$ cat src/rtl/ps2_keyboard_tx.sv
// ps2_keyboard_tx: device-side PS/2 keyboard emulator serialising FIFO-queued scan codes into 11-bit frames
module ps2_keyboard_tx #(
  parameter int CLK_HALF   = 50,
  parameter int GAP        = 200,
  parameter int FIFO_DEPTH = 8
) (
  input  logic       clk,
  input  logic       reset,
  input  logic [7:0] in_data,
  input  logic       in_valid,
  output logic       in_ready,
  input  logic       host_inhibit,
  output logic       ps2_clk,
  output logic       ps2_data,
  output logic       busy,
  output logic       frame_done,
  output logic       overflow
);
  localparam int AW = $clog2(FIFO_DEPTH);
  localparam int CW = $clog2((CLK_HALF > GAP ? CLK_HALF : GAP) + 1);
  localparam logic [CW-1:0] HALF_END = CW'(CLK_HALF - 1);
  localparam logic [CW-1:0] GAP_END = CW'(GAP - 1);
  localparam logic [AW:0] FULL = (AW+1)'(FIFO_DEPTH);
  localparam logic [1:0] S_IDLE = 2'd0;
  localparam logic [1:0] S_HIGH = 2'd1;
  localparam logic [1:0] S_LOW  = 2'd2;
  localparam logic [1:0] S_GAP  = 2'd3;
  logic [7:0] mem_q [FIFO_DEPTH];
  logic [AW-1:0] wr_ptr_q, wr_ptr_d, rd_ptr_q, rd_ptr_d;
  logic [AW:0] count_q, count_d;
  logic overflow_q, overflow_d, avail_q, avail_d;
  logic [1:0] state_q, state_d;
  logic [CW-1:0] cnt_q, cnt_d;
  logic [3:0] idx_q, idx_d;
  logic [10:0] frame_q, frame_d;
  logic ps2_clk_q, ps2_clk_d, ps2_data_q, ps2_data_d, frame_done_q, frame_done_d;
  logic push, pop, half_end, abort;
  logic [7:0] head;

  assign in_ready   = count_q != FULL;
  assign head       = mem_q[rd_ptr_q];
  assign ps2_clk    = ps2_clk_q;
  assign ps2_data   = ps2_data_q;
  assign frame_done = frame_done_q;
  assign overflow   = overflow_q;
  assign busy       = (state_q != S_IDLE) | (count_q != '0);

  always_comb begin
    push       = in_valid & in_ready;
    half_end   = cnt_q == HALF_END;
    abort      = host_inhibit & (idx_q != 4'd10);
    state_d    = state_q;
    cnt_d      = cnt_q;
    idx_d      = idx_q;
    frame_d    = frame_q;
    pop        = 1'b0;
    frame_done_d = 1'b0;
    case (state_q)
      S_IDLE: if (avail_q && !host_inhibit) begin
        frame_d = {1'b1, ~^head, head, 1'b0};
        idx_d   = 4'd0;
        cnt_d   = '0;
        state_d = S_HIGH;
      end
      S_HIGH: begin
        cnt_d   = abort || half_end ? '0 : cnt_q + 1'b1;
        idx_d   = abort ? 4'd0 : idx_q;
        state_d = abort ? S_IDLE : half_end ? S_LOW : S_HIGH;
      end
      S_LOW: begin
        pop          = !abort && half_end && idx_q == 4'd10;
        frame_done_d = pop;
        cnt_d        = abort || half_end ? '0 : cnt_q + 1'b1;
        idx_d        = abort ? 4'd0 : half_end && !pop ? idx_q + 4'd1 : idx_q;
        state_d      = abort ? S_IDLE : pop ? S_GAP : half_end ? S_HIGH : S_LOW;
      end
      default: begin
        cnt_d   = cnt_q == GAP_END ? '0 : cnt_q + 1'b1;
        state_d = cnt_q == GAP_END ? S_IDLE : S_GAP;
      end
    endcase
    ps2_clk_d  = state_d != S_LOW;
    ps2_data_d = (state_d == S_HIGH || state_d == S_LOW) ? frame_d[idx_d] : 1'b1;
    wr_ptr_d   = wr_ptr_q + AW'(push);
    rd_ptr_d   = rd_ptr_q + AW'(pop);
    count_d    = count_q + (AW+1)'(push) - (AW+1)'(pop);
    overflow_d = overflow_q | (in_valid & ~in_ready);
    avail_d    = count_q != '0;
  end

  always_ff @(posedge clk) begin
    if (push) mem_q[wr_ptr_q] <= in_data;
  end

  always_ff @(posedge clk or posedge reset) begin
    if (reset) begin
      wr_ptr_q     <= '0;
      rd_ptr_q     <= '0;
      count_q      <= '0;
      overflow_q   <= 1'b0;
      avail_q      <= 1'b0;
      state_q      <= S_IDLE;
      cnt_q        <= '0;
      idx_q        <= '0;
      frame_q      <= '1;
      ps2_clk_q    <= 1'b1;
      ps2_data_q   <= 1'b1;
      frame_done_q <= 1'b0;
    end else begin
      wr_ptr_q     <= wr_ptr_d;
      rd_ptr_q     <= rd_ptr_d;
      count_q      <= count_d;
      overflow_q   <= overflow_d;
      avail_q      <= avail_d;
      state_q      <= state_d;
      cnt_q        <= cnt_d;
      idx_q        <= idx_d;
      frame_q      <= frame_d;
      ps2_clk_q    <= ps2_clk_d;
      ps2_data_q   <= ps2_data_d;
      frame_done_q <= frame_done_d;
    end
  end
endmodule

$ cat config.mk
export PLATFORM = sky130hd
export DESIGN_NAME = ps2_keyboard_tx
export DESIGN_NICKNAME = d
export VERILOG_FILES = /design/src/rtl/ps2_keyboard_tx.sv
export SDC_FILE = /design/constraint.sdc
export NUM_CORES = 1
export LEC_CHECK = 0
export ABC_AREA = 1
export CAP_MARGIN = 20
export CORE_ASPECT_RATIO = 1.1
export CORE_MARGIN = 5
export CORE_UTILIZATION = 46
export CTS_BUF_LIST = sky130_fd_sc_hd__clkbuf_16
export CTS_CLUSTER_DIAMETER = 200
export DETAILED_ROUTE_END_ITERATION = 10
export DONT_BUFFER_PORTS = 1
export PLACE_DENSITY_LB_ADDON = 0.3
export SKIP_LAST_GASP = 1
export SLEW_MARGIN = 20
export SYNTH_ARGS = -nofsm -noshare
export SYNTH_HDL_FRONTEND = slang
export SYNTH_SLANG_ARGS = --single-unit
$ cat constraint.sdc
create_clock -name clk -period 2.7 [get_ports clk]
set_clock_uncertainty 0.05 [all_clocks]
set_input_delay 0.405 -clock clk [delete_from_list [all_inputs] [get_ports clk]]
set_output_delay 0.405 -clock clk [all_outputs]
set_load 0.02 [all_outputs]
Yosys cells after proc, flatten, opt, wreduce, memory -nomap -nowiden. Memory sizes are Yosys's and may differ from the RTL's. Index checks and enable logic that the tools add are counted.

Memories: 1. RAM bits: 64. Bits of input ports: 12. Output and inout bits: 6. Word-level logic and storage cells: 76. Register bits: 40.

Add/sub/neg operators: 6. Magnitude comparators: 1. Reduce and logical (&&, ||, !) cells: 14. Equality and inequality tests: 11. Muxes and demuxes: 25. Bitwise gates (word level): 6.

Memory list: mem_q (depth 8, bits a word 8, rd ports 1, clocked after memory_dff 0, wr ports 1, line 28) `logic [7:0] mem_q [FIFO_DEPTH];`.

Operators with widths (number): $mux W8 (3); $mux W11 (2); $mux W4 (4); $pmux W8 S2 (1); $mux W2 (7); $pmux W4 S3 (1); $add A8 B1 Y8 const B (1); $eq A8 B6 Y1 const B (1); $eq A8 B8 Y1 const B (1); $ne A4 B4 Y1 const B (2); $reduce_xnor A8 Y1 (1); $add A3 B1 Y3 (2); $pmux W2 S3 (1); $lt A4 B5 Y1 const B (1); $mux W1 (5); $add A4 B1 Y4 (1); $add A4 B1 Y4 const B (1); $bmux W1 S4 (1); $eq A2 B1 Y1 const B (2); $eq A2 B2 Y1 const B (2); $eq A4 B4 Y1 const B (1); $logic_and A1 B1 Y1 (4); $ne A2 B2 Y1 const B (2); $reduce_bool A4 Y1 (1); 9 further kinds (15).

Logic depth before layout (Yosys ltp).
Word-level depth: 13. Mapped depth: 20. Mapped depth without buffers: 18.

Least setup slack after synthesis. No wires, ideal clock.

Kind: reg-to-reg. Start: register cnt_q[1]. End: register count_q[2]. Data required time: 2.527 ns. Arrival: 2.098 ns. Library setup time: 0.123 ns. Path slack: 0.430 ns. Cell stages (with the launch flop): 13. Path buffers: 0. Clock period less this slack: 2.270 ns. Path through: dfrtp_1 > inv_1 > ha_1 > nand3_1 > nor2_8 > nand2_1 > nor2_1 > ha_1 > inv_1 > ha_1 > inv_1 > fa_1 > xnor2_1.

Word-level cells in the longest chain between the ends: 5.

Ends and longest elaborated chain: start, declared (line 33) `logic [CW-1:0] cnt_q, cnt_d;`; start signal, assigned (line 116) `cnt_q <= cnt_d;`; $eq A8 B6 Y1 (line 50) `half_end = cnt_q == HALF_END;`; $logic_and A1 B1 Y1 (2 in series) (line 71) `pop = !abort && half_end && idx_q == 4'd10;`; $mux W1; via frame_done_d (line 36) `logic ps2_clk_q, ps2_clk_d, ps2_data_q, ps2_data_d, frame_done_q, frame_done_d;`; $sub A4 B1 Y4 (line 86) `count_d = count_q + (AW+1)'(push) - (AW+1)'(pop);`; via count_d[2] (line 30) `logic [AW:0] count_q, count_d;`; end signal, assigned (line 112) `count_q <= count_d;`; end, declared (line 30).

The timed path passes the listed nets, and every way through them passes these cells. A chain may end at the register's enable or synchronous reset.

Final worst setup path.
Start: register cnt_q[1]. End: register count_q[1].

The elaborated chain is that of the path after synthesis.

==> results.py <==
metrics = {
    "outcome": {
        "status": "finished, final reports clean",
    },
    "sta": {
        "worst_pin_slew_ps": 619,
        "layout_min_cycle_time_ps": 2410,
        "fin_ws_ps": 290,
        "rsz0062_at_grt": "false",
        "finalHoldViolations": 0,
        "drv_slew": 0,
        "worst_hold_slack_ps": 96.9,
        "timing.fmax_mhz": 415,
        "slew_headroom_pct": 58.5,
        "tns_ps": 0,
        "period_share_pct": 89.2,
        "setup_violations": 0,
    },
    "global_route": {
        "grt_overflow": 0,
        "grt_pass1_vias": 3629,
        "grtUsageTotal_pct": 16.2,
        "grt_pass1_wl_mm": 17.5,
        "antenna_found_initial": 0,
        "grt_max_degree": 32,
    },
    "synthesis": {
        "syn_nets": 630,
        "synth_top_area_cell": "edfxtp_1",
        "synth-async-reset-ratio_pct": 38.5,
        "synth_most_common_cell": "nand2_1",
        "synth_top_area_share_pct": 35.9,
        "synth_flop_cell": "edfxtp_1",
        "ys_warn_count": 0,
        "netlist_instances": 598,
        "ys_seq_elements": 104,
        "synth-edff-count": 64,
        "synth.distinct_cells": 40,
        "yosys-top-cells-count": "203 x nand2_1, 100 x inv_1, 64 x edfxtp_1, 55 x nand3_1, 27 x dfrtp_1",
        "avgSynthCellArea_um2": 8.95,
        "synthTopCellsByArea": "edfxtp_1 36%, nand2_1 14%, dfrtp_1 13%",
        "syn_area_mm2": 0.00535,
        "seq_area_frac_synth_pct": 54.9,
    },
    "detailed_routing": {
        "via_count": 3718,
        "viasPerCell": 4.86,
        "postRouteWirelength_mm": 10.3,
        "dr.pass1.iters": 4,
        "wl_per_cell_um": 13.4,
        "post-route-drc-count": 0,
        "ant_nets": 0,
        "drt_iter0_markers": 276,
    },
    "layout": {
        "final_layout_size_suffix_gt1_share_pct": 11.9,
        "area_delta_synth_final_pct": 8.88,
        "fin_util_pct": 50.9,
        "fillers": 1046,
        "insertedDiodeCount": 0,
        "nNetsFinal": 642,
    },
    "die": {
        "dieWidth_um": 113,
        "coreArea_mm2": 0.0114,
        "io_pins": 18,
        "start_util_pct": 46.8,
        "die_area_mm2": 0.0139,
        "die_h_um": 123,
        "row_count": 41,
    },
    "setup_path": {
        "path_common_cell": "inv_1",
        "start_kind": "flop",
        "critPathMaxStageDelay_ps": 480,
        "arrival_ps": 2600,
        "worstSetupPathType": "reg2reg",
        "worstPathCellList": "inv_1 -> ha_1 -> nand3_1 -> nor2_8 -> nand2_1 -> nor2_1 -> ha_1 -> inv_1 -> ha_1 -> inv_1 -> fa_1 -> inv_1",
        "cp_data_required_time_ps": 2890,
        "end_kind": "flop",
        "cpMaxStageDelayCell": "fa_1",
        "cp_max_fo": 6,
    },
    "clock_tree": {
        "cts_sinks": 104,
        "clk_pin_slew_worst_paths_ps": 70,
        "cts_setup_buffers": 0,
        "cts_resized": 0,
        "cts_tree": "yes",
        "htreeDepth": 3,
        "cts_buffers": 9,
        "clk-insertion-delay-late_ps": 350,
        "cts_max_path_buffers": 2,
        "clock-root-buffer": "clkbuf_16",
    },
    "worst_hold_path": {
        "hold_class": "in2reg",
    },
    "place": {
        "place.gp.congestion": 0.888,
        "io_buffers": 0,
        "pre_cts_slack_ps": 320,
        "dp_hpwl_mm": 7.16,
    },
    "power_and_ir_drop": {
        "ir_worst_vdd_mv": 0.445,
        "leakage_nw": 2.79,
        "power_density_mw_per_mm2": 770,
    },
    "flow_run": {
        "maxCapViolCount": 0,
    },
}
==> layout by cell type, fill, tap and decap left out, drive strengths merged, types with 8 or more instances in the layout <==
cell	count
nand2	209
inv	111
dfstp	13
nor2	30
edfxtp	64
ha	19
nand3	59
clkbuf	9
o21ai	14
buf	14
a21oi	8
dfrtp	27
==> state kept, by name, summed over array words and instances, names as in the netlist <==
signal and count:
mem_q 64, frame_q 11, cnt_q 8, count_q 4
idx_q 4, rd_ptr_q 3, wr_ptr_q 3, state_q 2
avail_q 1, frame_done 1, overflow 1, ps2_clk 1
ps2_data 1
==> timing repair <==
| item | 4_1_cts | 5_1_grt |
|---|---|---|
| hold endpoints to repair | 17 | 0 |
| endpoints found under the setup margin | 0 | 0 |
| hold buffers | 1 | 0 |
==> path summary, 6_finish.rpt <==
path	start	endpoint	slack [ps]	depth (start not counted)
max in group asynchronous	reset	ps2_data	1420	3
max	cnt_q[1]	count_q[1]	290	12
max reg2reg	cnt_q[1]	count_q[1]	290	12
min in group asynchronous	reset	count_q[2]	460	2
min reg2reg	frame_q[0]	frame_q[0]	420	2
min	in_data[3]	mem_q[1][3]	100	0
==> where the power goes <==
part           total, mW  internal [mW]  leakage [nW]  switching (mW)
Combinational       1.04          0.369          1.59           0.673
Clock               1.25          0.643         0.139           0.609
Sequential          2.19           2.05          1.06           0.140
==> cells by family (layout without fill, tap and decap cells) <==
logic type / Yosys count / in the layout / synth area share [%]
flops: 104 / 104 / 54.9
xor+xnor: 8 / 8 / 1.31
fa+ha+maj: 20 / 20 / 4.82
simple gates: 311 / 311 / 25.2
buf+inv: 123 / 140 / 9.98
compound gates: 32 / 32 / 3.79
==> critical path, delay by kind of cell (launching register included) <==
family | cells | cell delay [ps]
adder cells (fa/ha/maj) | 4 | 1040
buffers and inverters | 4 | 230
flip-flops | 1 | 410
AND/OR/NAND/NOR | 4 | 580
==> area by class of cell <==
class / instances / area (um2) / share of cell area [%]
repair buffers: 15 / 115 / 1.98
clock buffers: 9 / 225 / 3.87
clock inverters: 7 / 62.6 / 1.07
flip-flops and latches: 104 / 2940 / 50.4
well taps: 150 / 188 / 3.22
multi-input cells: 371 / 1880 / 32.2
inverters: 109 / 419 / 7.19
==> per-stage QoR <==
stage | instance area (um2) | total power, mW | instances
after global placement | 5530 | 3.22 | 748
final | 5830 | 4.49 | 765
after CTS | 5830 | 4.53 | 765
after global routing | 5830 | 4.78 | 765
after floorplan | 5350 | 2.97 | 598
after detailed placement | 5530 | 3.26 | 748
==> metal layers <==
metal  GRT usage (%)  part of all wire (%)  up-vias
li1                -                     -     1909
met1            21.3                    47     1729
met2            26.2                    47       68
met3            3.62                   4.5       12
met4            6.46                   1.6        0
met5               0                     0        -
Note: power is estimated with default switching activity, not from simulation.
